==> src/rtl/fifo_param.sv <==
// Parametrised valid/ready FIFO (first-word-fall-through) for any DEPTH >= 2.
// Provides an occupancy count, almost-empty/almost-full flags, a synchronous flush and a high-water mark.
module fifo_param #(
  parameter int WIDTH     = 8,
  parameter int DEPTH     = 10,
  parameter int AE_THRESH = 2,
  parameter int AF_THRESH = 8,
  localparam int CW       = $clog2(DEPTH + 1)
) (
  input  logic             clk,
  input  logic             reset,
  input  logic [WIDTH-1:0] data_in,
  input  logic             data_in_val,
  output logic             data_in_rdy,
  output logic [WIDTH-1:0] data_out,
  output logic             data_out_val,
  input  logic             data_out_rdy,
  input  logic             flush,
  input  logic             clear_hwm,
  output logic             empty,
  output logic             almost_empty,
  output logic             full,
  output logic             almost_full,
  output logic [CW-1:0]    count,
  output logic [CW-1:0]    hwm
);

  localparam int PW = (DEPTH > 2) ? $clog2(DEPTH) : 1;
  localparam logic [PW-1:0] LAST_PTR = PW'(DEPTH - 1);
  localparam logic [CW-1:0] DEPTH_C  = CW'(DEPTH);
  localparam logic [CW-1:0] AE_C     = CW'(AE_THRESH);
  localparam logic [CW-1:0] AF_C     = CW'(AF_THRESH);

  if (DEPTH < 2) begin : g_bad_depth
    $error("fifo_param: DEPTH must be >= 2");
  end
  if (AE_THRESH >= DEPTH) begin : g_bad_ae
    $error("fifo_param: AE_THRESH must be < DEPTH");
  end
  if (AF_THRESH == 0 || AF_THRESH > DEPTH) begin : g_bad_af
    $error("fifo_param: AF_THRESH must be in 1..DEPTH");
  end

  logic [WIDTH-1:0] mem [DEPTH];

  logic [PW-1:0] wr_ptr_q, wr_ptr_d;
  logic [PW-1:0] rd_ptr_q, rd_ptr_d;
  logic [CW-1:0] count_q, count_d;
  logic [CW-1:0] hwm_q, hwm_d;
  logic          push, pop;

  // Every flag decodes only from the registered count, so no input reaches an output combinationally.
  assign empty        = (count_q == '0);
  assign full         = (count_q == DEPTH_C);
  assign almost_empty = (count_q <= AE_C);
  assign almost_full  = (count_q >= AF_C);
  assign data_in_rdy  = !full;
  assign data_out_val = !empty;
  assign data_out     = empty ? '0 : mem[rd_ptr_q];
  assign count        = count_q;
  assign hwm          = hwm_q;

  assign push = data_in_val & data_in_rdy;
  assign pop  = data_out_val & data_out_rdy;

  always_comb begin
    wr_ptr_d = wr_ptr_q;
    rd_ptr_d = rd_ptr_q;
    count_d  = count_q;
    if (flush) begin
      wr_ptr_d = '0;
      rd_ptr_d = '0;
      count_d  = '0;
    end else begin
      if (push) begin
        wr_ptr_d = (wr_ptr_q == LAST_PTR) ? '0 : wr_ptr_q + 1'b1;
      end
      if (pop) begin
        rd_ptr_d = (rd_ptr_q == LAST_PTR) ? '0 : rd_ptr_q + 1'b1;
      end
      case ({push, pop})
        2'b10:   count_d = count_q + 1'b1;
        2'b01:   count_d = count_q - 1'b1;
        default: count_d = count_q;
      endcase
    end
  end

  // Tracking the post-update count means a flush leaves the mark untouched, while clear always wins.
  always_comb begin
    hwm_d = hwm_q;
    if (clear_hwm) begin
      hwm_d = '0;
    end else if (count_d > hwm_q) begin
      hwm_d = count_d;
    end
  end

  always_ff @(posedge clk or negedge reset) begin
    if (!reset) begin
      wr_ptr_q <= '0;
      rd_ptr_q <= '0;
      count_q  <= '0;
      hwm_q    <= '0;
    end else begin
      wr_ptr_q <= wr_ptr_d;
      rd_ptr_q <= rd_ptr_d;
      count_q  <= count_d;
      hwm_q    <= hwm_d;
    end
  end

  always_ff @(posedge clk) begin
    if (push && !flush) begin
      mem[wr_ptr_q] <= data_in;
    end
  end

endmodule

==> config.mk <==
export PLATFORM = sky130hd
export DESIGN_NAME = fifo_param
export DESIGN_NICKNAME = d
export VERILOG_FILES = /design/src/rtl/fifo_param.sv
export SDC_FILE = /design/constraint.sdc
export NUM_CORES = 1
export LEC_CHECK = 0
export CORE_MARGIN = 5
export CORE_UTILIZATION = 47
export DETAILED_ROUTE_END_ITERATION = 7
export PLACE_DENSITY = 0.66
export SLEW_MARGIN = 20
export SYNTH_ARGS = -nofsm -noshare
export SYNTH_HDL_FRONTEND = slang
export SYNTH_SLANG_ARGS = --single-unit
==> constraint.sdc <==
create_clock -name clk -period 10.1 [get_ports clk]
set_input_delay 1.515 -clock clk [delete_from_list [all_inputs] [get_ports clk]]
set_output_delay 1.515 -clock clk [all_outputs]
set_load 0.01 [all_outputs]
==> impl_metrics.csv, run 1 <==
group,metric,value,unit
worst_setup_path,r2r-start,"count[2]",
route,wl_per_cell,19.20,um
placement,gp_congestion,0.8724,
cells_and_area,drive_gt1_frac,0.1560,
logic_synthesis,synth.area.top_cells,"edfxtp_1 (56%), dfrtp_1 (9.3%), mux4_2 (8.4%)",
timing,period_minus_slack,4485,ps
cells_and_area,nets,342,
global_route,grt_pass1_wl,13340,um
timing,slew_headroom,0.3466,
logic_synthesis,synth_top_area_frac,0.5593,
hold_path,hp-class,"reg -> reg",
die,die_h,105.6,um
logic_synthesis,syn_nets,309,
logic_synthesis,synth_cells,289,
timing,fmax,0.2229,GHz
placement,hpwl,5460,um
worst_setup_path,start_kind,"primary input",
logic_synthesis,synthTopCellsByCount,"edfxtp_1 (80), nor2_1 (22), a211oi_1 (19), dfrtp_1 (16), mux4_2 (16)",
route,met2_length,4171,um
worst_setup_path,critPathSlowestCell,"clkdlybuf4s50_1",
worst_setup_path,worstPathRequired,10330,ps
route,drc_errors,0,
timing,final_max_slew_viol_count,0,
worst_setup_path,startpoint,"data_out_rdy",
die,io_pins,36,
power_and_ir_drop,ir_worst_vdd,0.1036,mV
timing,finalCritPeriodShare,0.4441,
timing,fin_skew,16.67,ps
clocking,cts_htree_levels,3,
route,vias_per_cell,5.685,
logic_synthesis,synthArstFlopShare,0.1667,
global_route,grt_overflow,0,
worst_setup_path,critical_path_arrival,4720,ps
die,dieArea,11150,um^2
logic_synthesis,syn_avg_cell_area,14.86,um^2
run_status,status,"complete, no violations",
worst_setup_path,path_class,"in -> reg",
clocking,cts_tree,"done",
worst_setup_path,end_kind,"flip-flop",
timing,hold_violations,0,
logic_synthesis,seq_area_frac_synth,0.6525,
logic_synthesis,synth-seq-cells,96,
logic_synthesis,synth_edf_count,80,
placement,placed_cells,419,
hold_path,min_from,"hwm[3]",
route,top_layer_used,"met4",
logic_synthesis,synth_most_common_cell,"edfxtp_1",
route,drt_iter0_drc,234,
global_route,antenna_found_initial,0,
clocking,postCtsHoldBufs,0,
clocking,postCtsResizedCells,0,
route,wl_met1,3749,um
timing,whs,561.3,ps
cells_and_area,antenna-diode-count,0,
cells_and_area,finish.utilization,0.5617,
logic_synthesis,yosysTopAreaCell,"edfxtp_1",
power_and_ir_drop,cellPowerDensity,212.4,nW/um^2
logic_synthesis,syn_area,4295,um^2
clocking,cts_inserted_buffers,9,
placement,port_buffers,35,
worst_setup_path,crit_fanout,7,
cells_and_area,fin_cells,435,
worst_setup_path,max_stage_delay,570,ps
clocking,clock_latency,350,ps
cells_and_area,syn_to_final_growth,15.15,%
route,met3_length,396,um
worst_setup_path,worst-r2r-setup-slack,6460,ps
clocking,cts_setup_buffers,0,
route,vias,2473,
logic_synthesis,synthFlopType,"edfxtp_1",
power_and_ir_drop,p_leak,1.635,nW
die,core,8806,um^2
die,start_util,0.4878,
clocking,clockBufferDepth,2,
timing,final.setup.tns,0,ps
route,detail-route-antenna-nets,0,
timing,worst_pin_slew,974.7,ps
worst_setup_path,cp_cell_sequence,"clkdlybuf4s50_1 > nand2_1 > inv_1 > nand2_1 > xnor2_1 > ha_1 > mux2i_1 > nor2_1 > ha_1 > a21oi_1 > a21oi_1 > maj3_2 > maj3_2 > mux2_1",
global_route,grt_max_degree,30,
logic_synthesis,yosysWarnings,0,
clocking,clock-sinks,96,
run,cap_violations,0,
clocking,clk_pin_slew,90,ps
global_route,grt_usage,0.1560,
timing,rsz0062_at_grt,"no",
route,first_pass_iters,4,
global_route,grt_pass1_vias,2458,
die,die_x,105.6,um
logic_synthesis,synth_cell_types,43,
timing,setup_viol,0,
die,rows,34,
route,finalWirelength,8351,um
clocking,cts_root_buf,"clkbuf_8",
-- worst paths after layout --
check	end	cells after the start
setup / recovery	hwm[1]	14
hold / removal	hwm[3]	2
setup reg to reg	hwm[1]	14
hold reg to reg	hwm[3]	2
max in group asynchronous	wr_ptr_q[1]	1
min in group asynchronous	wr_ptr_q[0]	1
-- metrics by stage --
step / setup WS [ps] / power, mW / area [um^2]
2_1_floorplan: 6177 / 0.6983 / 4295
3_3_place_gp: 5359 / 0.8207 / 4752
3_5_place_dp: 5265 / 0.8270 / 4752
4_1_cts: 5638 / 1.064 / 4946
5_1_grt: 5394 / 1.116 / 4946
6_report: 5615 / 1.051 / 4946
-- registers in the layout, indices dropped and copies added, names as in the netlist --
signal / count
wr_ptr_q: 4
mem: 80
rd_ptr_q: 4
count: 4
hwm: 4
-- placed cells by master (no fill, tap or decap), drive strengths merged, types with 9 or more instances in the layout --
cell type / count
mux4: 16
clkbuf: 9
a21oi: 10
nor2: 23
edfxtp: 80
nor2b: 14
mux2i: 9
clkdlybuf4s50: 35
nand2: 12
inv: 12
a211oi: 20
nor3: 10
dfrtp: 16
-- layer usage --
metal | global-route usage | vias up
li1 | - | 1183
met1 | 0.2128 | 1220
met2 | 0.2605 | 66
met3 | 0.02139 | 4
met4 | 0.05088 | 0
met5 | 0 | -
-- kinds of logic after synthesis --
kind of cell,share of synthesized area
muxes,0.1101
buffers and inverters,0.02913
xor gates and xnor gates,0.008158
AOI/OAI and AO/OA,0.06875
adders and majority gates,0.02272
DFF,0.6525
and+or+nand+nor,0.1087
-- report_power, final --
group | switching, mW | leakage [nW] | internal [mW]
clock network | 0.141 | 0.0955 | 0.0964
registers | 0.0283 | 0.940 | 0.445
logic | 0.162 | 0.599 | 0.177
total | 0.332 | 1.63 | 0.719
-- area by class of cell --
type                    count  area [um^2]
clock inverters             7        70.07
flip-flops and latches     96         2803
fillers                   671         3860
well taps                 108        135.1
clock buffers               9        123.9
multi-input cells         167         1400
repair buffers             39        380.4
inverters                   9        33.78
-- worst max-delay path, delay by kind of cell --
family / cells / cell delay, ps
buffers and inverters: 2 / 760
AO/OA/AOI/OAI: 2 / 200
adder cells (fa/ha/maj): 4 / 1240
AND/OR/NAND/NOR: 3 / 360
multiplexers: 2 / 490
XOR/XNOR: 1 / 140
No activity file was read; power rests on OpenSTA's default activity.
==> run 2: changes to the inputs <==
Settings changed: PLACE_DENSITY 0.66 to 0.68.
Clock period 10.1 ns to 3.9 ns, I/O delays scaled along.
==> run 2 against run 1 <==
Net effect: via count up 3.3%; critical path type is now reg -> reg; sequential power rose to 2.5 times the previous value; largest power group unchanged; largest cell class unchanged; cell count up 3.9%.
==> impl_metrics.csv, run 2 (synthesis results as in run 1) <==
group,metric,value,unit
timing,hold_violations,0,
route,vias,2554,
cells_and_area,fin_cells,452,
worst_setup_path,end_kind,"flip-flop",
cells_and_area,finish.utilization,0.5735,
worst_setup_path,cp_cell_sequence,"nor2_1 > nand2_1 > nand2_1 > inv_1 > ha_1 > mux2i_1 > nor2_1 > ha_1 > a21oi_1 > a21oi_1 > maj3_2 > maj3_2 > mux2_1",
clocking,clock_latency,360,ps
worst_setup_path,r2r-start,"count[2]",
cells_and_area,final_cell_mix,"edfxtp_1 (80), clkdlybuf4s50_1 (35), nor2_1 (22)",
clocking,clock-sinks,96,
power_and_ir_drop,p_leak,1.718,nW
worst_setup_path,path_delay_family,"adder cells",
die,rows,34,
global_route,antenna_found_initial,0,
power_and_ir_drop,power,2.743,mW
worst_setup_path,path_class,"reg -> reg",
global_route,grt_overflow,0,
cells_and_area,regMostFlops,"mem",
timing,worst_pin_slew,766.4,ps
cells_and_area,drive_gt1_frac,0.1831,
clocking,cts_setup_buffers,0,
timing,fin_skew,14.11,ps
timing,whs,596.6,ps
route,drt_iter0_drc,217,
worst_setup_path,worstPathRequired,4140,ps
clocking,cts_root_buf,"clkbuf_8",
run,cap_violations,0,
placement,placed_cells,436,
timing,period_minus_slack,3463,ps
worst_setup_path,start_kind,"flip-flop",
clocking,cts_tree,"done",
cells_and_area,antenna-diode-count,0,
clocking,cts_htree_levels,3,
cells_and_area,largest_reg_flops,80,
placement,dpl_cell_area,4872,um^2
global_route,grt_usage,0.1622,
hold_path,hp-class,"reg -> reg",
die,core,8806,um^2
worst_setup_path,startpoint,"count[2]",
timing,final_max_slew_viol_count,0,
clocking,clockBufferDepth,2,
placement,port_buffers,35,
timing,finalCritPeriodShare,0.8879,
global_route,grt_pass1_wl,13870,um
worst_setup_path,max_stage_delay,460,ps
clocking,cts_inserted_buffers,9,
timing,setup_ws,437.1,ps
placement,hpwl,5961,um
run_status,status,"complete, no violations",
placement,gp_congestion,0.8421,
placement,pre_cts_slack,202.4,ps
clocking,postCtsHoldBufs,0,
worst_setup_path,critPathBufInv,1,
route,finalWirelength,8792,um
timing,slew_headroom,0.4875,
die,die_x,105.6,um
timing,rsz0062_at_grt,"no",
cells_and_area,finalInstanceArea,5050,um^2
worst_setup_path,crit_fanout,8,
global_route,grt_max_degree,30,
clocking,clk_pin_slew,90,ps
hold_path,min_from,"hwm[3]",
cells_and_area,syn_to_final_growth,17.56,%
die,dieArea,11150,um^2
route,wl_per_cell,19.45,um
power_and_ir_drop,ir_worst_vdd,0.2315,mV
timing,final.setup.tns,0,ps
die,die_h,105.6,um
route,first_pass_iters,4,
timing,fmax,0.2888,GHz
power_and_ir_drop,cellPowerDensity,543.2,nW/um^2
route,vias_per_cell,5.650,
die,start_util,0.4878,
route,detail-route-antenna-nets,0,
route,drc_errors,0,
global_route,grt_pass1_vias,2522,
worst_setup_path,critical_path_arrival,3700,ps
die,io_pins,36,
timing,setup_viol,0,
worst_setup_path,critPathSlowestCell,"ha_1",
clocking,postCtsResizedCells,0,
cells_and_area,final_common_cell,"edfxtp_1",
cells_and_area,nets,359,
[run 2: cell types whose count changed in the layout (fill, tap and decap cells not counted), sizes merged]
cell and delta:
inv -1, buf +17, clkinv +1
[run 2: per-layer routing]
layer	track usage	vias to the layer above	part of all wire	wire (um)
met5	0	-	0	0
met4	0.05458	0	0.0094	83
met3	0.02628	10	0.045	394
met2	0.2555	55	0.48	4214
met1	0.2317	1281	0.47	4100
li1	-	1208	-	-
[run 2: worst paths after layout]
check,endpoint,slack (ps),depth (start not counted)
worst min-delay path,hwm[3],600,2
worst min register to register,hwm[3],600,2
max in group asynchronous,wr_ptr_q[3],2740,1
worst max-delay path,hwm[1],440,13
min in group asynchronous,count[0],680,1
worst max register to register,hwm[1],440,13
[run 2: tightest hold or removal path, stage by stage, from the launching register on]
cell and delay [ps]:
dfrtp_1 420, nor2_1 60, nor2_1 80
[run 2: final cells by class]
cell class | instances | area [um^2]
Sequential cell | 96 | 2803
Multi-Input combinational cell | 167 | 1380
Tap cell | 108 | 135.1
Inverter | 9 | 33.78
Timing Repair Buffer | 56 | 520.5
Fill cell | 713 | 3756
Clock inverter | 7 | 53.80
Clock buffer | 9 | 123.9
[run 2: where the power goes]
part           internal, mW  total (mW)  switching, mW  leakage (nW)
clock                 0.239       0.592          0.354        0.0896
combinational         0.493       0.957          0.464         0.689
sequential             1.15        1.19         0.0400         0.940
total                  1.89        2.74          0.857          1.72
